--- config.mk ---
export PLATFORM = sky130hd
export DESIGN_NAME = lsu_dmem_port
export DESIGN_NICKNAME = d
export VERILOG_FILES = /design/src/rtl/lsu_dmem_port.sv
export SDC_FILE = /design/constraint.sdc
export NUM_CORES = 1
export LEC_CHECK = 0
export CAP_MARGIN = 10
export CORE_ASPECT_RATIO = 1.2
export CORE_UTILIZATION = 43
export CTS_CLUSTER_SIZE = 14
export DETAILED_ROUTE_END_ITERATION = 8
export GPL_ROUTABILITY_DRIVEN = 0
export PLACE_DENSITY = 0.92
export SETUP_SLACK_MARGIN = 0.5
export SYNTH_ARGS = -nofsm -noshare
export SYNTH_HDL_FRONTEND = slang
export SYNTH_SLANG_ARGS = --single-unit
--- constraint.sdc ---
create_clock -name clk -period 1.85 [get_ports clk]
set_input_delay 0.37 -clock clk [delete_from_list [all_inputs] [get_ports clk]]
set_output_delay 0.37 -clock clk [all_outputs]
set_load 0.005 [all_outputs]
--- src/rtl/lsu_dmem_port.sv ---
// rtl/lsu_dmem_port.sv - RV32 load/store unit driving a word-wide req/gnt/rvalid data memory port (optional macro LSU_MISALIGN_TRAP_EN)
module lsu_dmem_port #(
    parameter int DATA_WIDTH   = 32,
    parameter int FUNCT3_WIDTH = 3
) (
    input  logic                      clk,
    input  logic                      rst_n,
    input  logic                      ex_valid,
    input  logic                      mem_read,
    input  logic                      mem_write,
    input  logic [FUNCT3_WIDTH-1:0]   funct3,
    input  logic [DATA_WIDTH-1:0]     ALUResult,
    input  logic [DATA_WIDTH-1:0]     store_data,
    output logic                      ex_ready,
    output logic                      busy,
    output logic                      done,
    output logic [DATA_WIDTH-1:0]     rd_data,
    output logic                      misalign_err,
    output logic                      dmem_req,
    output logic                      dmem_we,
    output logic [DATA_WIDTH-1:0]     dmem_addr,
    output logic [DATA_WIDTH/8-1:0]   dmem_be,
    output logic [DATA_WIDTH-1:0]     dmem_wdata,
    input  logic                      dmem_gnt,
    input  logic                      dmem_rvalid,
    input  logic [DATA_WIDTH-1:0]     dmem_rdata
);

    localparam int BE_W = DATA_WIDTH / 8;

    typedef enum logic [1:0] {
        S_IDLE = 2'd0,
        S_REQ  = 2'd1,
        S_WAIT = 2'd2,
        S_DONE = 2'd3
    } state_t;

    state_t r_state;
    state_t w_next;

    // Captured access context; held stable for the whole access.
    logic                    r_we;
    logic [FUNCT3_WIDTH-1:0] r_funct3;
    logic [1:0]              r_off;
    logic [DATA_WIDTH-1:0]   r_addr;
    logic [BE_W-1:0]         r_be;
    logic [DATA_WIDTH-1:0]   r_wdata;
    logic [DATA_WIDTH-1:0]   r_rd_data;

    logic                    w_accept;
    logic                    w_is_byte;
    logic                    w_is_half;
    logic                    w_is_word;
    logic                    w_trap;
    logic [1:0]              w_off;
    logic [BE_W-1:0]         w_be;
    logic [DATA_WIDTH-1:0]   w_wdata;
    logic [DATA_WIDTH-1:0]   w_shifted;
    logic [15:0]             w_half;
    logic [DATA_WIDTH-1:0]   w_load;

    // Access size decode; 100/101 only mean byte/half for loads, every other code is a word.
    assign w_accept  = (r_state == S_IDLE) && ex_valid && (mem_read || mem_write);
    assign w_is_byte = (funct3 == 3'b000) || (!mem_write && (funct3 == 3'b100));
    assign w_is_half = (funct3 == 3'b001) || (!mem_write && (funct3 == 3'b101));
    assign w_is_word = !w_is_byte && !w_is_half;

`ifdef LSU_MISALIGN_TRAP_EN
    logic w_misalign;
    logic r_misalign;

    // A misaligned access skips memory entirely and reports through misalign_err.
    assign w_misalign = (w_is_half && ALUResult[0]) || (w_is_word && (ALUResult[1:0] != 2'b00));
    assign w_trap     = w_misalign;
    assign w_off      = ALUResult[1:0];

    // Error flag is set on the accepting edge so it coincides with the DONE cycle.
    always_ff @(posedge clk or negedge rst_n) begin
        if (!rst_n) begin
            r_misalign <= 1'b0;
        end else begin
            r_misalign <= w_accept && w_trap;
        end
    end

    assign misalign_err = r_misalign;
`else
    // Without trapping, low address bits are silently forced to natural alignment.
    assign w_trap       = 1'b0;
    assign w_off        = w_is_word ? 2'b00 :
                          w_is_half ? {ALUResult[1], 1'b0} : ALUResult[1:0];
    assign misalign_err = 1'b0;
`endif

    // Lane enables and lane-replicated write data for the request being accepted.
    always_comb begin
        w_be    = {BE_W{1'b1}};
        w_wdata = store_data;
        if (mem_write) begin
            if (w_is_byte) begin
                w_be    = {{(BE_W-1){1'b0}}, 1'b1} << w_off;
                w_wdata = {BE_W{store_data[7:0]}};
            end else if (w_is_half) begin
                w_be    = {{(BE_W-2){1'b0}}, 2'b11} << {w_off[1], 1'b0};
                w_wdata = {(BE_W/2){store_data[15:0]}};
            end
        end
    end

    // Load lane extraction and sign/zero extension from the returned word.
    assign w_shifted = dmem_rdata >> {r_off, 3'b000};
    assign w_half    = r_off[1] ? dmem_rdata[31:16] : dmem_rdata[15:0];

    always_comb begin
        w_load = dmem_rdata;
        case (r_funct3)
            3'b000:  w_load = {{(DATA_WIDTH-8){w_shifted[7]}}, w_shifted[7:0]};
            3'b100:  w_load = {{(DATA_WIDTH-8){1'b0}}, w_shifted[7:0]};
            3'b001:  w_load = {{(DATA_WIDTH-16){w_half[15]}}, w_half};
            3'b101:  w_load = {{(DATA_WIDTH-16){1'b0}}, w_half};
            default: w_load = dmem_rdata;
        endcase
    end

    // State register; reset abandons any access in flight.
    always_ff @(posedge clk or negedge rst_n) begin
        if (!rst_n) begin
            r_state <= S_IDLE;
        end else begin
            r_state <= w_next;
        end
    end

    // Next-state logic: IDLE -> REQ (or straight to DONE on a trapped access) -> WAIT for loads -> DONE.
    always_comb begin
        w_next = r_state;
        case (r_state)
            S_IDLE: begin
                if (w_accept) begin
                    w_next = w_trap ? S_DONE : S_REQ;
                end
            end
            S_REQ: begin
                if (dmem_gnt) begin
                    w_next = r_we ? S_DONE : S_WAIT;
                end
            end
            S_WAIT: begin
                if (dmem_rvalid) begin
                    w_next = S_DONE;
                end
            end
            S_DONE: begin
                w_next = S_IDLE;
            end
            default: begin
                w_next = S_IDLE;
            end
        endcase
    end

    // Capture request context on accept and load results on rvalid; rd_data is untouched by stores.
    always_ff @(posedge clk or negedge rst_n) begin
        if (!rst_n) begin
            r_we      <= 1'b0;
            r_funct3  <= '0;
            r_off     <= 2'b00;
            r_addr    <= '0;
            r_be      <= '0;
            r_wdata   <= '0;
            r_rd_data <= '0;
        end else begin
            if (w_accept) begin
                r_we     <= mem_write;
                r_funct3 <= funct3;
                r_off    <= w_off;
                r_addr   <= {ALUResult[DATA_WIDTH-1:2], 2'b00};
                r_be     <= w_be;
                r_wdata  <= w_wdata;
            end
            if ((r_state == S_WAIT) && dmem_rvalid) begin
                r_rd_data <= w_load;
            end
        end
    end

    assign busy       = (r_state != S_IDLE);
    assign ex_ready   = (r_state == S_IDLE);
    assign done       = (r_state == S_DONE);
    assign dmem_req   = (r_state == S_REQ);
    assign dmem_we    = r_we;
    assign dmem_addr  = r_addr;
    assign dmem_be    = r_be;
    assign dmem_wdata = r_wdata;
    assign rd_data    = r_rd_data;

endmodule

==> impl_metrics.tcl, run 1 <==
set metrics [dict create \
    grt_max_degree 58 \
    die-width_um 100.3 \
    grt_pass1_vias 6103 \
    path_buf_inv 1 \
    drt_iter0_drc 346 \
    synth_warnings 0 \
    routed_wl_um 23450 \
    grt_setup_unrepaired "true" \
    p_sw_mw 5.849 \
    period_needed_ns 1.806 \
    htreeDepth 3 \
    syn_area_sq_mm 0.004984 \
    share_comb_of_total_power_pct 58.6 \
    finalWorstSetupSlack_ns 0.04444 \
    finalHoldViolations 0 \
    ys_async_sr_fraction_pct 100.0 \
    path_cells "mux2i_4 > inv_1 > mux4_2 > a221o_1" \
    synthAdderAreaFrac_pct 1.255 \
    viasPerCell 5.771 \
    clockRootBuffer "clkbuf_16" \
    sw_frac_of_total_pct 38.84 \
    seqPwrFrac_pct 29.0 \
    fin_crit_sh_pct 97.60 \
    start_util_pct 44.73 \
    critPathKind "reg -> reg" \
    post-place-cells 902 \
    grt_pass1_wl_um 32090 \
    synth_top_cell_by_area "dfrtp_1" \
    synth-simple-area-share_pct 18.53 \
    clkLatencyLatePin_ns 0.35 \
    path_depth 4 \
    crit_slowest_cell "mux4_2" \
    nFillCells 476 \
    num_vias 5950 \
    cts_made_buffers 9 \
    slowest_delay_ns 0.48 \
    synth_top_family_by_area "simple AND/OR/NAND/NOR gates" \
    hp-class "reg -> reg" \
    cellPowerDensity_mw_per_mm2 1518 \
    fp.dieH_um 119.9 \
    rr_worst_depth 4 \
    cap_violations 0 \
    postPlaceCellArea_sq_mm 0.007497 \
    ir_drop_mv 0.8565 \
    status "completed" \
    cp.arrival_ns 2.02 \
    place_ws_ns -0.2229 \
    synth-edff-count 0 \
    skew_ns 0.01224 \
    clk_path_buf_depth 2 \
    drive_gt1_share_pct 44.75 \
    layout_commonest_cell "dfrtp_1" \
    worst_setup_path_start_kind "flop" \
    min_path_cells 2 \
    placeableCoreArea_sq_mm 0.01114 \
    post_drt_wl_per_cell_um 22.75 \
    cp_top_family "multiplexers" \
    synth.distinct_cells 43 \
    synth_compound_area_share_pct 15.26 \
    layout_common_cells "dfrtp_1 (101), clkdlybuf4s50_1 (97), clkdlybuf4s15_1 (80)" \
    synthMuxAreaShare_pct 7.507 \
    worstPathRequired_ns 2.07 \
    ant_nets 0 \
    yosys_register_bits 106 \
    dpl.hpwl_um 12100 \
    synth_top_area_share_pct 53.23 \
    final_cells 1031 \
    clkTransAtPathRegs_ns 0.08 \
    drc 0 \
    dieArea_sq_mm 0.01203 \
    final_area_sq_mm 0.009922 \
    synthFlopType "dfrtp_1" \
    maxSlewViolCount 0 \
    cts.sinks 106 \
    area_growth_pct 99.10 \
    end_kind "flop" \
    fin_nets 982 \
    clockPowerShare_pct 12.4 \
    worstPathMaxFanout 3 \
    synth_area_per_cell_sq_um 9.111 \
    synth.top_cells.by_area "dfrtp_1 (53%), nand2_1 (13%), o21ai_0 (5.1%)" \
    rows 42 \
    globalRouteOverflowTotal 0 \
    drtPass1Iterations 5 \
    finalSetupViolCount 0 \
    synthXorXnorAreaFrac_pct 0 \
    antenna_found_initial 2 \
    port_buffers 208 \
    num_io_pins 212 \
    cts_tree "yes" \
    intPower_mw 9.208 \
    leakage_nw 4.397 \
    syn_inst 547 \
    ys_seq_area_share_pct 53.23 \
    grtUsageTotal_pct 34.96 \
    max_freq_mhz 553.8 \
]
[layer usage]
layer / part of all wire (%) / vias up / global-route usage, %
met5: 0.055 / - / 0
met4: 5.6 / 2 / 22.64
met3: 8.3 / 104 / 7.105
met2: 53 / 428 / 60.87
met1: 33 / 2909 / 38.28
li1: - / 2507 / -
[flip-flops by register name, summed over array words and instances, names as in the netlist]
name,flops
dmem_wdata,32
rd_data,32
dmem_addr,30
dmem_be,4
r_funct3,3
r_off,2
r_state,2
dmem_we,1
[tightest hold or removal path, stage by stage (launching register included)]
cell	delay, ns
dfrtp_1	0.36
nand2_2	0.05
nand2_1	0.05
[power groups by stage]
stage               Combinational, mW  Clock (mW)  Sequential (mW)
floorplan                        2.39           0             4.10
global placement                 5.26           0             4.09
detailed placement               5.51           0             4.15
CTS                              7.07        1.86             4.10
global route                     9.28        1.96             4.44
finish                           8.82        1.87             4.37
[area by class of cell]
| class | count | area (sq um) | share of cell area, % |
|---|---|---|---|
| Timing Repair Buffer | 350 | 3686 | 37.15 |
| Multi-Input combinational cell | 395 | 3063 | 30.87 |
| Sequential cell | 106 | 2659 | 26.80 |
| Clock buffer | 9 | 225.2 | 2.270 |
| Tap cell | 154 | 192.7 | 1.942 |
| Clock inverter | 7 | 53.80 | 0.5422 |
| Inverter | 9 | 40.04 | 0.4035 |
| Antenna cell | 1 | 2.502 | 0.02522 |
[final timing paths]
path                       slack, ns         start              to
min in group asynchronous       0.50         rst_n  dmem_wdata[31]
max                             0.04      r_off[0]      rd_data[7]
max in group asynchronous       0.65         rst_n  dmem_wdata[16]
max reg2reg                     0.04      r_off[0]      rd_data[7]
min reg2reg                     0.49  dmem_addr[6]    dmem_addr[6]
min                             0.49  dmem_addr[6]    dmem_addr[6]
[stage by stage]
stage | utilization (%) | total power, mW | TNS, ns | hold WS [ns]
floorplan | - | 6.492 | 0 | 0.07441
global route | 89.06 | 15.68 | 0 | 0.5089
detailed placement | 67.30 | 9.656 | -5.115 | 0.2919
finish | 89.06 | 15.06 | 0 | 0.4928
CTS | 81.41 | 13.02 | 0 | 0.4787
global placement | 67.30 | 9.346 | -2.616 | 0.2895
[synthesized netlist by cell type (all sizes together), types with 5 or more instances]
cell type and instances:
mux2i 25, o21ai 51, ha 5, nand3 6, nor2 22, a21oi 50, or3 8, o22ai 5
clkbuf 31, buf 9, mux2 9, inv 9, nand2 169, dfrtp 106, o21a 5
[cells by family (layout without fill, tap and decap cells)]
kind of cell               count (synthesis)  after routing
other                                      1              4
adders and majority gates                  5              5
and+or+nand+nor                          222            222
AOI/OAI and AO/OA                        129            130
muxes                                     35             35
buffers and inverters                     49            375
DFF                                      106            106
[repair_timing]
action	4_1_cts	5_1_grt
resized for setup	346	218
hold buffers	1	0
cloned	18	5
setup endpoints to repair	208	139
buffers inserted	66	22
pin swaps	26	96
hold endpoints to repair	22	0
Power figures use the tool's default switching activity.
==> run 2: changes to the inputs <==
--- a/config.mk
+++ b/config.mk
@@ -6,13 +6,16 @@
 export NUM_CORES = 1
 export LEC_CHECK = 0
 export CAP_MARGIN = 10
+export CELL_PAD_IN_SITES_DETAIL_PLACEMENT = 1
+export CELL_PAD_IN_SITES_GLOBAL_PLACEMENT = 2
 export CORE_ASPECT_RATIO = 1.2
-export CORE_UTILIZATION = 43
+export CORE_UTILIZATION = 26
 export CTS_CLUSTER_SIZE = 14
 export DETAILED_ROUTE_END_ITERATION = 8
 export GPL_ROUTABILITY_DRIVEN = 0
-export PLACE_DENSITY = 0.92
+export PLACE_DENSITY = 0.95
 export SETUP_SLACK_MARGIN = 0.5
+export SLEW_MARGIN = 20
 export SYNTH_ARGS = -nofsm -noshare
 export SYNTH_HDL_FRONTEND = slang
 export SYNTH_SLANG_ARGS = --single-unit
==> constraint.sdc (replaced) <==
create_clock -name clk -period 2.1 [get_ports clk]
set_input_delay 0.42 -clock clk [delete_from_list [all_inputs] [get_ports clk]]
set_output_delay 0.42 -clock clk [all_outputs]
set_load 0.005 [all_outputs]
==> run 2 against run 1 <==
Effect of this change: largest cell class unchanged; global-route usage is 16 points lower; clock skew is 0.0075 ns lower; sequential power is 15% lower; via count is 15% lower; clock power is 7% lower; critical path type unchanged; utilization is 42 points lower; register-to-register slack better by 0.32 ns; design area is 12% lower; count of clock-buffer cells in the layout is 3 higher.
==> impl_metrics.tcl, run 2 (synthesis results as in run 1) <==
set metrics [dict create \
    status "completed" \
    num_vias 5031 \
    hp-class "in -> async" \
    die-width_um 128.4 \
    ir_drop_mv 0.4759 \
    start_util_pct 26.53 \
    grt_setup_unrepaired "true" \
    cts.sinks 106 \
    power_mw 11.10 \
    skew_ns 0.004748 \
    postCtsHoldBufs 0 \
    cts_made_buffers 9 \
    final_area_sq_mm 0.008761 \
    num_io_pins 212 \
    path_cells "inv_2 > ha_4 > buf_6 > o211ai_1 > buf_4 > clkbuf_16 > o21ai_1" \
    viasPerCell 4.733 \
    finalSetupTns_ns 0 \
    finalWorstSetupSlack_ns 0.3621 \
    intPower_mw 6.982 \
    cp_top_family "buffers and inverters" \
    worst_slew_pin_slew_ns 0.5232 \
    layout_commonest_cell "nand2_1" \
    grt_pass1_wl_um 28370 \
    layout_common_cells "nand2_1 (116), dlygate4sd2_1 (105), dfrtp_1 (103)" \
    rows 55 \
    clkTransAtPathRegs_ns 0.07 \
    grt_pass1_vias 5216 \
    clkLatencyLatePin_ns 0.35 \
    post-place-cells 998 \
    placeableCoreArea_sq_mm 0.01879 \
    grt_max_degree 64 \
    clockRootBuffer "clkbuf_16" \
    worstPathMaxFanout 8 \
    crit_slowest_cell "dfrtp_1" \
    antenna_found_initial 2 \
    clk_path_buf_depth 2 \
    grtUsageTotal_pct 18.55 \
    post_drt_wl_per_cell_um 18.12 \
    fin_crit_sh_pct 82.76 \
    dpl.hpwl_um 12750 \
    worstPathRequired_ns 2.33 \
    period_needed_ns 1.738 \
    fp.dieH_um 153.7 \
    ant_nets 0 \
    path_buf_inv 4 \
    end_kind "flop" \
    worst_setup_path_start_kind "flop" \
    dieArea_sq_mm 0.01973 \
    fin_nets 911 \
    finalSetupViolCount 0 \
    leakage_nw 3.987 \
    globalRouteOverflowTotal 0 \
    r2r_slack_ns 0.36 \
    cp.arrival_ns 1.97 \
    finalHoldViolations 0 \
    seqPwrFrac_pct 33.3 \
    max_freq_mhz 575.4 \
    drc 0 \
    cap_violations 0 \
    sw_frac_of_total_pct 37.11 \
    area_growth_pct 75.80 \
    share_comb_of_total_power_pct 51.0 \
    critPathKind "reg -> reg" \
    clockPowerShare_pct 15.7 \
    cts_tree "yes" \
    drt_iter0_drc 184 \
    drtPass1Iterations 4 \
    postPlaceCellArea_sq_mm 0.007510 \
    htreeDepth 3 \
    p_sw_mw 4.120 \
    routed_wl_um 19270 \
    maxSlewViolCount 0 \
    port_buffers 208 \
    slew_headroom_pct 65.12 \
    final_cells 1063 \
    nFillCells 2099 \
    drive_gt1_share_pct 26.46 \
    slowest_delay_ns 0.44 \
    cellPowerDensity_mw_per_mm2 1267 \
    place_ws_ns -0.03661 \
]
==> run 2: changes by cell type in the layout (fill, tap and decap cells not counted), moves of 9 or more <==
cell / change
nand2_4: -15
a21oi_1: +9
nand2_1: +43
clkbuf_2: -17
o21ai_0: +10
clkdlybuf4s15_1: -80
buf_16: -13
buf_6: -21
nand2_2: -28
buf_4: -36
a21oi_2: -9
dlygate4sd2_1: +98
o21ai_2: -12
==> run 2: routing by layer <==
metal  share of wire (%)  vias to the layer above  track usage, %
met1                  40                     2500           22.21
met5                   0                        -               0
li1                    -                     2359               -
met4                 1.2                        0           5.490
met3                 6.6                       16           5.010
met2                  52                      156           32.15
==> run 2: what timing repair did <==
action,in CTS,in global routing
pin swaps,5,77
endpoints found under the setup margin,208,90
resized for setup,158,155
setup buffers,21,14
cloned,2,10
==> run 2: final timing paths <==
| check | from | end | cells past startpoint |
|---|---|---|---|
| min in group clk | dmem_addr[14] | dmem_addr[14] | 2 |
| setup reg to reg | r_state[0] | dmem_wdata[8] | 7 |
| hold reg to reg | dmem_addr[14] | dmem_addr[14] | 2 |
| max in group asynchronous | rst_n | dmem_wdata[31] | 2 |
| hold / removal | rst_n | dmem_addr[17] | 1 |
| setup / recovery | r_state[0] | dmem_wdata[8] | 7 |
==> run 2: area by class of cell <==
class                           instances  area, sq um  area share, %
Sequential cell                       106         2656          30.32
Multi-Input combinational cell        395         2663          30.39
Tap cell                              256        320.3          3.656
Timing Repair Buffer                  279         2794          31.89
Clock inverter                          4        52.55         0.5998
Inverter                                9        33.78         0.3856
Clock buffer                           12        236.5          2.699
Antenna cell                            2        5.005        0.05713
==> run 2: worst reg2reg max path, stage by stage (launching register included) <==
cell and delay (ns):
dfrtp_1 0.44, inv_2 0.09, ha_4 0.19, buf_6 0.13, o211ai_1 0.22, buf_4 0.28, clkbuf_16 0.18, o21ai_1 0.09
==> run 2: metrics by stage <==
step	util, %	hold slack [ns]
global route	46.63	0.06572
CTS	42.50	0.04091
finish	46.63	0.02460
detailed placement	39.97	0.4274
global placement	39.97	0.4182
floorplan	-	0.1244
==> run 2: power by group through the flow <==
stage / logic, mW / clock network, mW / registers (mW)
global route: 6.17 / 1.86 / 3.83
global placement: 4.67 / 0 / 3.61
detailed placement: 4.79 / 0 / 3.66
CTS: 4.72 / 1.80 / 3.57
finish: 5.66 / 1.74 / 3.70
floorplan: 1.86 / 0 / 3.60
==> run 3: changes to the inputs <==
--- a/config.mk
+++ b/config.mk
@@ -9,11 +9,11 @@
 export CELL_PAD_IN_SITES_DETAIL_PLACEMENT = 1
 export CELL_PAD_IN_SITES_GLOBAL_PLACEMENT = 2
 export CORE_ASPECT_RATIO = 1.2
-export CORE_UTILIZATION = 26
+export CORE_UTILIZATION = 24
 export CTS_CLUSTER_SIZE = 14
 export DETAILED_ROUTE_END_ITERATION = 8
 export GPL_ROUTABILITY_DRIVEN = 0
-export PLACE_DENSITY = 0.95
+export PLACE_DENSITY = 0.91
 export SETUP_SLACK_MARGIN = 0.5
 export SLEW_MARGIN = 20
 export SYNTH_ARGS = -nofsm -noshare
==> constraint.sdc (replaced) <==
create_clock -name clk -period 1.8 [get_ports clk]
set_input_delay 0.36 -clock clk [delete_from_list [all_inputs] [get_ports clk]]
set_output_delay 0.36 -clock clk [all_outputs]
set_load 0.005 [all_outputs]
==> run 3 against run 2 <==
Effect of this change: sequential share of layout area fell by 0.29 points; clock skew rose by 0.0031 ns; critical endpoint is now rd_data[7]; largest cell class unchanged; final cell count rose by 3.6%; highest routed layer unchanged; critical path depth fell by 3; utilization fell by 3.1 points; routed wire length rose by 7.2%; global-route usage fell by 0.12 points; non-clock buffer count rose by 30; maximum frequency rose by 2.3%; combinational power rose by 22%.
==> impl_metrics.tcl, run 3 (synthesis results as in run 1) <==
set metrics [dict create \
    status "completed" \
    finalHoldViolations 0 \
    grt_pass1_vias 5364 \
    grt_setup_unrepaired "true" \
    finalSetupTns_ns 0 \
    num_io_pins 212 \
    worst_setup_path_start_kind "flop" \
    max_freq_mhz 588.7 \
    grt_max_degree 107 \
    placeableCoreArea_sq_mm 0.02033 \
    drive_gt1_share_pct 41.99 \
    cts_tree "yes" \
    fin_nets 942 \
    ant_nets 0 \
    skew_ns 0.007823 \
    layout_common_cells "nand2_1 (120), buf_2 (102), dfrtp_1 (102)" \
    cp.arrival_ns 1.93 \
    cellPowerDensity_mw_per_mm2 1502 \
    dpl.hpwl_um 13670 \
    layout_commonest_cell "nand2_1" \
    finalSetupViolCount 0 \
    cts_made_buffers 9 \
    hp-class "in -> async" \
    leakage_nw 4.060 \
    fin_crit_sh_pct 94.37 \
    clockRootBuffer "clkbuf_16" \
    end_kind "flop" \
    drc 0 \
    worstPathMaxFanout 3 \
    r2r_slack_ns 0.10 \
    post_drt_wl_per_cell_um 18.77 \
    slew_headroom_pct 56.35 \
    htreeDepth 3 \
    critPathKind "reg -> reg" \
    viasPerCell 4.694 \
    worst_slew_pin_slew_ns 0.6547 \
    fp.dieH_um 159.9 \
    diodes 0 \
    clkLatencyLatePin_ns 0.35 \
    dieArea_sq_mm 0.02135 \
    drt_iter0_drc 142 \
    routed_wl_um 20660 \
    drtPass1Iterations 4 \
    cap_violations 0 \
    rows 57 \
    finalWorstSetupSlack_ns 0.1014 \
    worstPathRequired_ns 2.03 \
    ir_drop_mv 0.4874 \
    place_ws_ns -0.2628 \
    port_buffers 208 \
    globalRouteOverflowTotal 0 \
    grt_pass1_wl_um 30120 \
    cts.sinks 106 \
    start_util_pct 24.52 \
    maxSlewViolCount 0 \
    area_growth_pct 77.58 \
    clkTransAtPathRegs_ns 0.07 \
    period_needed_ns 1.699 \
    num_vias 5168 \
    clk_path_buf_depth 2 \
    antenna_found_initial 1 \
    grtUsageTotal_pct 18.42 \
    die-width_um 133.5 \
]
## run 3: cell types whose count changed in the layout (fill, tap and decap cells not counted), moves of 6 or more
cell           previous run  this run
a21oi_1                  33        27
a21oi_2                  16        23
buf_4                    42        58
dlygate4sd2_1           105         1
nand2_4                  23        17
buf_2                     2       102
buf_6                    12        20
## run 3: report_power, final
group | switching, mW | internal (mW)
sequential | 0.767 | 3.51
clock | 0.930 | 1.16
combinational | 3.27 | 3.66
total | 4.96 | 8.33
## run 3: final cells by class
type                            instances  area (sq um)
Clock buffer                           12         256.5
Clock inverter                          4         50.05
Fill cell                            2308         11480
Inverter                                9         38.79
Multi-Input combinational cell        396          2721
Sequential cell                       106          2658
Tap cell                              265         331.6
Timing Repair Buffer                  309          2794
## run 3: metal layers
metal  up-vias  part of all wire [%]  global-route usage [%]
li1       2427                     -                       -
met5         -                     0                       0
met2       188                    50                   31.42
met1      2517                    40                   21.61
met4         0                   3.3                   8.419
met3        36                   6.6                   4.635
## run 3: final timing paths
kind / from / end / cells after the start
setup / recovery: r_off[0] / rd_data[7] / 4
hold / removal: rst_n / rd_data[31] / 2
setup reg to reg: r_off[0] / rd_data[7] / 4
hold reg to reg: dmem_addr[31] / dmem_addr[31] / 2
max in group asynchronous: rst_n / r_state[1] / 2
min in group clk: dmem_addr[31] / dmem_addr[31] / 2
## run 3: what timing repair did
action	in CTS	in global routing
endpoints found under the hold margin	0	0
gates resized for setup	457	97
gates cloned	6	11
setup endpoints to repair	209	110
setup buffers	32	9
hold buffers	0	0
pin swaps	8	33
## run 3: worst max-delay path: stages, from the launching register on
cell,delay [ns]
dfrtp_2,0.46
mux2i_4,0.29
inv_1,0.06
mux4_2,0.46
a221o_1,0.30
## run 3: metrics by stage
stage	area, sq um	utilization (%)	instances	hold WS [ns]	total power [mW]
3_5_place_dp	7799	38.37	1027	0.4583	10.28
5_1_grt	8850	43.54	1101	0.1297	14.19
3_3_place_gp	7799	38.37	1027	0.4532	10.10
6_report	8850	43.54	1101	0.04983	13.29
4_1_cts	8182	40.25	1081	0.1130	12.34
2_1_floorplan	5296	-	549	0.06441	6.804
